$ cat src/rtl/commit_trace_buffer.sv
// Commit trace FIFO: buffers the core's retire stream and drains it through a valid/ready port.
// Optional TRACE_SEQ_EN macro adds a per-commit sequence number (trace_seq_o) that exposes drop gaps.
module commit_trace_buffer #(
  parameter int XLEN         = 32,
  parameter int DEPTH        = 16,
  parameter int AFULL_THRESH = DEPTH - 2
) (
  input  logic                       clk_i,
  input  logic                       rstn_i,
  input  logic                       commit_valid_i,
  input  logic [XLEN-1:0]            commit_pc_i,
  input  logic [31:0]                commit_instr_i,
  input  logic [4:0]                 commit_rd_i,
  input  logic [XLEN-1:0]            commit_data_i,
  output logic                       trace_valid_o,
  input  logic                       trace_ready_i,
  output logic [XLEN-1:0]            trace_pc_o,
  output logic [31:0]                trace_instr_o,
  output logic [4:0]                 trace_rd_o,
  output logic [XLEN-1:0]            trace_data_o,
`ifdef TRACE_SEQ_EN
  output logic [31:0]                trace_seq_o,
`endif
  output logic                       stall_o,
  output logic                       overflow_o,
  output logic [15:0]                drop_cnt_o,
  output logic [$clog2(DEPTH):0]     count_o
);

  localparam int AW = $clog2(DEPTH);
  localparam int CW = AW + 1;
  localparam logic [CW-1:0] FULL_LVL  = CW'(DEPTH);
  localparam logic [CW-1:0] STALL_LVL = CW'(AFULL_THRESH);

  function automatic logic [15:0] sat_inc16(input logic [15:0] v);
    return (v == 16'hFFFF) ? v : v + 16'd1;
  endfunction

  // x0 writes are architecturally discarded, so they are traced as no-write with zero data
  function automatic logic [XLEN-1:0] mask_x0(input logic [4:0] rd, input logic [XLEN-1:0] data);
    return (rd == 5'd0) ? '0 : data;
  endfunction

  logic [XLEN-1:0] mem_pc    [DEPTH];
  logic [31:0]     mem_instr [DEPTH];
  logic [4:0]      mem_rd    [DEPTH];
  logic [XLEN-1:0] mem_data  [DEPTH];

  logic [AW-1:0] wr_ptr;
  logic [AW-1:0] rd_ptr;
  logic [CW-1:0] count;
  logic [15:0]   drop_cnt;
  logic          overflow;
  logic          full;
  logic          push;
  logic          pop;
  logic          drop;

  assign full          = (count == FULL_LVL);
  assign trace_valid_o = (count != '0);
  assign pop           = trace_valid_o && trace_ready_i;
  assign push          = commit_valid_i && (!full || pop);
  assign drop          = commit_valid_i && full && !pop;

  assign stall_o    = (count >= STALL_LVL);
  assign overflow_o = overflow;
  assign drop_cnt_o = drop_cnt;
  assign count_o    = count;

  always_ff @(posedge clk_i or negedge rstn_i) begin
    if (!rstn_i) begin
      wr_ptr   <= '0;
      rd_ptr   <= '0;
      count    <= '0;
      drop_cnt <= '0;
      overflow <= 1'b0;
    end else begin
      if (push) wr_ptr <= wr_ptr + AW'(1);
      if (pop)  rd_ptr <= rd_ptr + AW'(1);
      case ({push, pop})
        2'b10:   count <= count + CW'(1);
        2'b01:   count <= count - CW'(1);
        default: count <= count;
      endcase
      if (drop) begin
        drop_cnt <= sat_inc16(drop_cnt);
        overflow <= 1'b1;
      end
    end
  end

  // Storage carries no reset; validity is tracked solely by count and the pointers
  always_ff @(posedge clk_i) begin
    if (push) begin
      mem_pc[wr_ptr]    <= commit_pc_i;
      mem_instr[wr_ptr] <= commit_instr_i;
      mem_rd[wr_ptr]    <= commit_rd_i;
      mem_data[wr_ptr]  <= mask_x0(commit_rd_i, commit_data_i);
    end
  end

  assign trace_pc_o    = mem_pc[rd_ptr];
  assign trace_instr_o = mem_instr[rd_ptr];
  assign trace_rd_o    = mem_rd[rd_ptr];
  assign trace_data_o  = mem_data[rd_ptr];

`ifdef TRACE_SEQ_EN
  // Sequence advances on every retire, accepted or dropped, so sinks can spot lost commits
  logic [31:0] seq_cnt;
  logic [31:0] mem_seq [DEPTH];

  always_ff @(posedge clk_i or negedge rstn_i) begin
    if (!rstn_i) seq_cnt <= '0;
    else if (commit_valid_i) seq_cnt <= seq_cnt + 32'd1;
  end

  always_ff @(posedge clk_i) begin
    if (push) mem_seq[wr_ptr] <= seq_cnt;
  end

  assign trace_seq_o = mem_seq[rd_ptr];
`endif

endmodule

$ cat config.mk
export PLATFORM = sky130hd
export DESIGN_NAME = commit_trace_buffer
export DESIGN_NICKNAME = d
export VERILOG_FILES = /design/src/rtl/commit_trace_buffer.sv
export SDC_FILE = /design/constraint.sdc
export NUM_CORES = 2
export LEC_CHECK = 0
export ABC_AREA = 1
export BUFFER_PORTS_ARGS = -buffer_cell sky130_fd_sc_hd__buf_2
export CELL_PAD_IN_SITES_DETAIL_PLACEMENT = 1
export CELL_PAD_IN_SITES_GLOBAL_PLACEMENT = 1
export CORE_MARGIN = 2
export CORE_UTILIZATION = 52
export DETAILED_ROUTE_END_ITERATION = 7
export HOLD_SLACK_MARGIN = 0.05
export PLACE_DENSITY = 0.82
export SYNTH_ARGS = -nofsm -noshare
export SYNTH_HDL_FRONTEND = slang
export SYNTH_SLANG_ARGS = --single-unit
$ cat constraint.sdc
create_clock -name clk_i -period 8.1 [get_ports clk_i]
set_clock_uncertainty 0.05 [all_clocks]
set_input_delay 0.81 -clock clk_i [delete_from_list [all_inputs] [get_ports clk_i]]
set_output_delay 0.81 -clock clk_i [all_outputs]
set_load 0.02 [all_outputs]
==> impl_results.md <==
- RSZ-0062 raised after global routing: no
- Gate Count Post-Synth: about 4300
- Reg clk slew, reported paths: 0.07 ns
- GRT Util Overall: 28.2%
- # rows: 129
- Placed Cells: 5911
- DP Worst Slack: ~3.5 ns
- Final Critical Period: roughly 5.5 ns
- Most frequent cells in the layout: edfxtp_1, nor2_1, o21ai_0
- Worst Max-Slew Pin Slew: 1.23 ns
- Clk network pwr share: 27.2%
- Setup slack after layout: 2.55 ns
- Slowest stage delay, CP: about 0.97 ns
- DR iter-0 viols: roughly 4500
- Vias in the first global route: 42200
- Leak: 24.1 nW
- CTS tree: built
- Worst setup SP type: flop
- P_int: 0.0168 W
- CP Capture Type: output port
- EDFF count, synth: 1616
- Initial antenna violation count: 19
- CTS Buf Count: 164
- Clock Path Buffers: 3
- Worst endpoint required time: around 7.2 ns
- Status: finished clean
- Worst-Skew Late Latency: 0.79 ns
- DRT Wirelength: 180000 µm
- First-pass GRT wire length: between 200000 and 300000 µm
- Most common cell after layout, fill and taps aside: edfxtp_1
- Nets: 4554
- PostCTS Resize Cnt: 0
- Cell Area, Synth: 0.0647 mm²
- Post-DRT Antenna Nets: 0
- Hold crit path type: in -> reg
- Clock root cell: clkbuf_16
- Pin count of the biggest net entering global routing: 259
- Post-CTS Setup Bufs: 0
- Worst Path Class, Setup: reg -> out
- Critical path buffers and inverters: 3
- Clk sink count: 1646
- Combinational Power Share: 32.9%
- Max-cap viol count: 0
- Post-synthesis sequential area ratio: between 70% and 80%
- Post-DP HPWL: 89900 µm
- Sw Pwr: 0.0101 W
- PwrDens: 372 mW/mm²
- Slew HR: 17.9%
- Max Freq: 180 MHz
- IO Port Bufs: 229
- Worst path cell trace: buf_12 -> buf_4 -> o221ai_1 -> o211ai_1 -> nand2_1 -> buf_2
- Fin. Hold Viols: 0
- Max VDD drop: 0.468 mV
- Sw Ratio: 37.4%
- Post-Route Utilization: 58.4%
- Avg Vias per Cell: 6.34
- Htree depth: 4
- Post-DP Area: 0.0671 mm²
- Share of cells above drive strength 1: 11.8%
- Syn nets: 4409
- Number of synthesized register bits: ~1600
- Setup TNS: 0 ns
- Overflow after GRT: 0
- RD Place Congestion: 0.772
- Core area: between 0.1 and 0.15 mm²
- Ys flop type: edfxtp_1
- Die width: 357 µm
- Area Growth Syn to Fin: 11.6%
- Final setup fails: 0
- # hold bufs at CTS: 1
- Worst-path maximum fanout: 183
- CP max-delay cell: buf_4
- Initial Util: 52.3%
- Total number of vias: 39500
- DR DRC count: 0
- Synth async-reset ratio: approximately 1.8%
- Chip height: 357 µm
- Synth unique cells: 31
- DRT Pass-1 Iters: 6
- Fin crit share: between 60% and 70%
- Fin. max-slew vios: 0
- CP arrival: 4.69 ns
- Sequential share of power: approximately two fifths
- Num ports: 230
- WL/cell: 29.0 µm
- Final instance area: slightly above 0.07 mm²
- Delay-heaviest family, CP: buffers and inverters
- Post-Layout Cell Count: 6223
- Synth warn: 0
- Syn Area/Cell: roughly 15 µm²
- Die area: around 0.13 mm²
-- per-stage QoR --
stage	hold WS [ns]	total power, W
after CTS	0.269	0.0270
after detailed placement	0.405	0.0196
after global routing	0.317	0.0279
after floorplan	0.452	0.0166
after global placement	0.403	0.0191
final	0.329	0.0269
-- worst register-to-register path: stages (launching register included) --
cell and delay (ns):
dfrtp_1 0.51, nor2_1 0.09, nand3_2 0.11, nand2_2 0.16
nand3_1 0.15, nand2_1 0.17, inv_1 0.23, nand2_1 0.32
nor2_4 0.97, buf_4 0.99
-- Yosys cell counts, types with 7 or more instances --
| cell type | number | share of area [%] |
|---|---|---|
| o32ai_1 | 112 | 1.5 |
| xor2_1 | 17 | 0.23 |
| nand2_1 | 199 | 1.2 |
| clkbuf_1 | 180 | 1.0 |
| nor3_1 | 15 | 0.12 |
| buf_6 | 20 | 0.35 |
| o21ai_0 | 421 | 3.3 |
| inv_1 | 73 | 0.42 |
| o22ai_1 | 8 | 0.077 |
| nor2_1 | 675 | 3.9 |
| nand3_1 | 105 | 0.81 |
| o211ai_1 | 112 | 1.3 |
| nand4_1 | 7 | 0.068 |
| o221ai_1 | 284 | 3.8 |
| ha_1 | 8 | 0.15 |
| dfrtp_1 | 30 | 1.2 |
| edfxtp_1 | 1616 | 75 |
| buf_2 | 59 | 0.46 |
| mux2i_1 | 284 | 4.4 |
| o21ai_1 | 7 | 0.054 |
| buf_4 | 44 | 0.51 |
-- cell families (layout without fill, tap and decap cells) --
logic type / after synthesis / count (layout) / synth area share [%]
AO/OA/AOI/OAI: 944 / 944 / 10.0
XOR/XNOR: 19 / 19 / 0.257
adder cells (fa/ha/maj): 8 / 8 / 0.155
buffers and inverters: 384 / 659 / 2.83
flip-flops: 1646 / 1646 / 76.1
multiplexers: 284 / 284 / 4.39
other: 0 / 15 / 0
AND/OR/NAND/NOR: 1011 / 1011 / 6.17
-- layer usage --
| layer | vias up | GRT usage (%) | wire length, µm |
|---|---|---|---|
| met1 | 20500 | 36.6 | 71400 |
| li1 | 16900 | - | - |
| met3 | 359 | 4.49 | 11600 |
| met2 | 1616 | 47.8 | 91500 |
| met4 | 6 | 11.2 | 5620 |
| met5 | - | 0 | 32 |
-- state kept, by name, indices dropped and copies added (netlist names), 4 cells and up --
name,count
rd_ptr,4
count_o,5
mem_pc,512
drop_cnt_o,16
mem_instr,512
mem_data,512
mem_rd,80
wr_ptr,4
-- cell type report --
class	instances	area [µm²]
well taps	1637	2050
clock inverters	87	692
diodes	15	37.5
clock buffers	209	4390
repair buffers	288	1720
fillers	11500	51400
multi-input cells	2266	13700
flip-flops and latches	1646	49300
inverters	75	297
-- power by group through the flow --
| stage | combinational [W] | clock, W | sequential (W) |
|---|---|---|---|
| 2_1_floorplan | 0.00596 | 0 | 0.0107 |
| 3_3_place_gp | 0.00835 | 0 | 0.0108 |
| 3_5_place_dp | 0.00872 | 0 | 0.0109 |
| 4_1_cts | 0.00886 | 0.00739 | 0.0107 |
| 5_1_grt | 0.00946 | 0.00767 | 0.0108 |
| 6_report | 0.00885 | 0.00731 | 0.0107 |
-- path summary, 6_finish.rpt --
| kind | startpoint | endpoint | slack [ns] | cells after the start |
|---|---|---|---|---|
| setup / recovery | rd_ptr[2] | trace_data_o[6] | 2.55 | 6 |
| hold / removal | commit_instr_i[13] | mem_instr[10][13] | 0.33 | 1 |
| setup reg to reg | count_o[2] | mem_instr[14][8] | 3.94 | 9 |
| hold reg to reg | overflow_o | overflow_o | 0.43 | 1 |
| max in group asynchronous | rstn_i | rd_ptr[0] | 6.81 | 2 |
| min in group asynchronous | rstn_i | drop_cnt_o[6] | 0.59 | 2 |
Note: power is estimated with default switching activity, not from simulation.
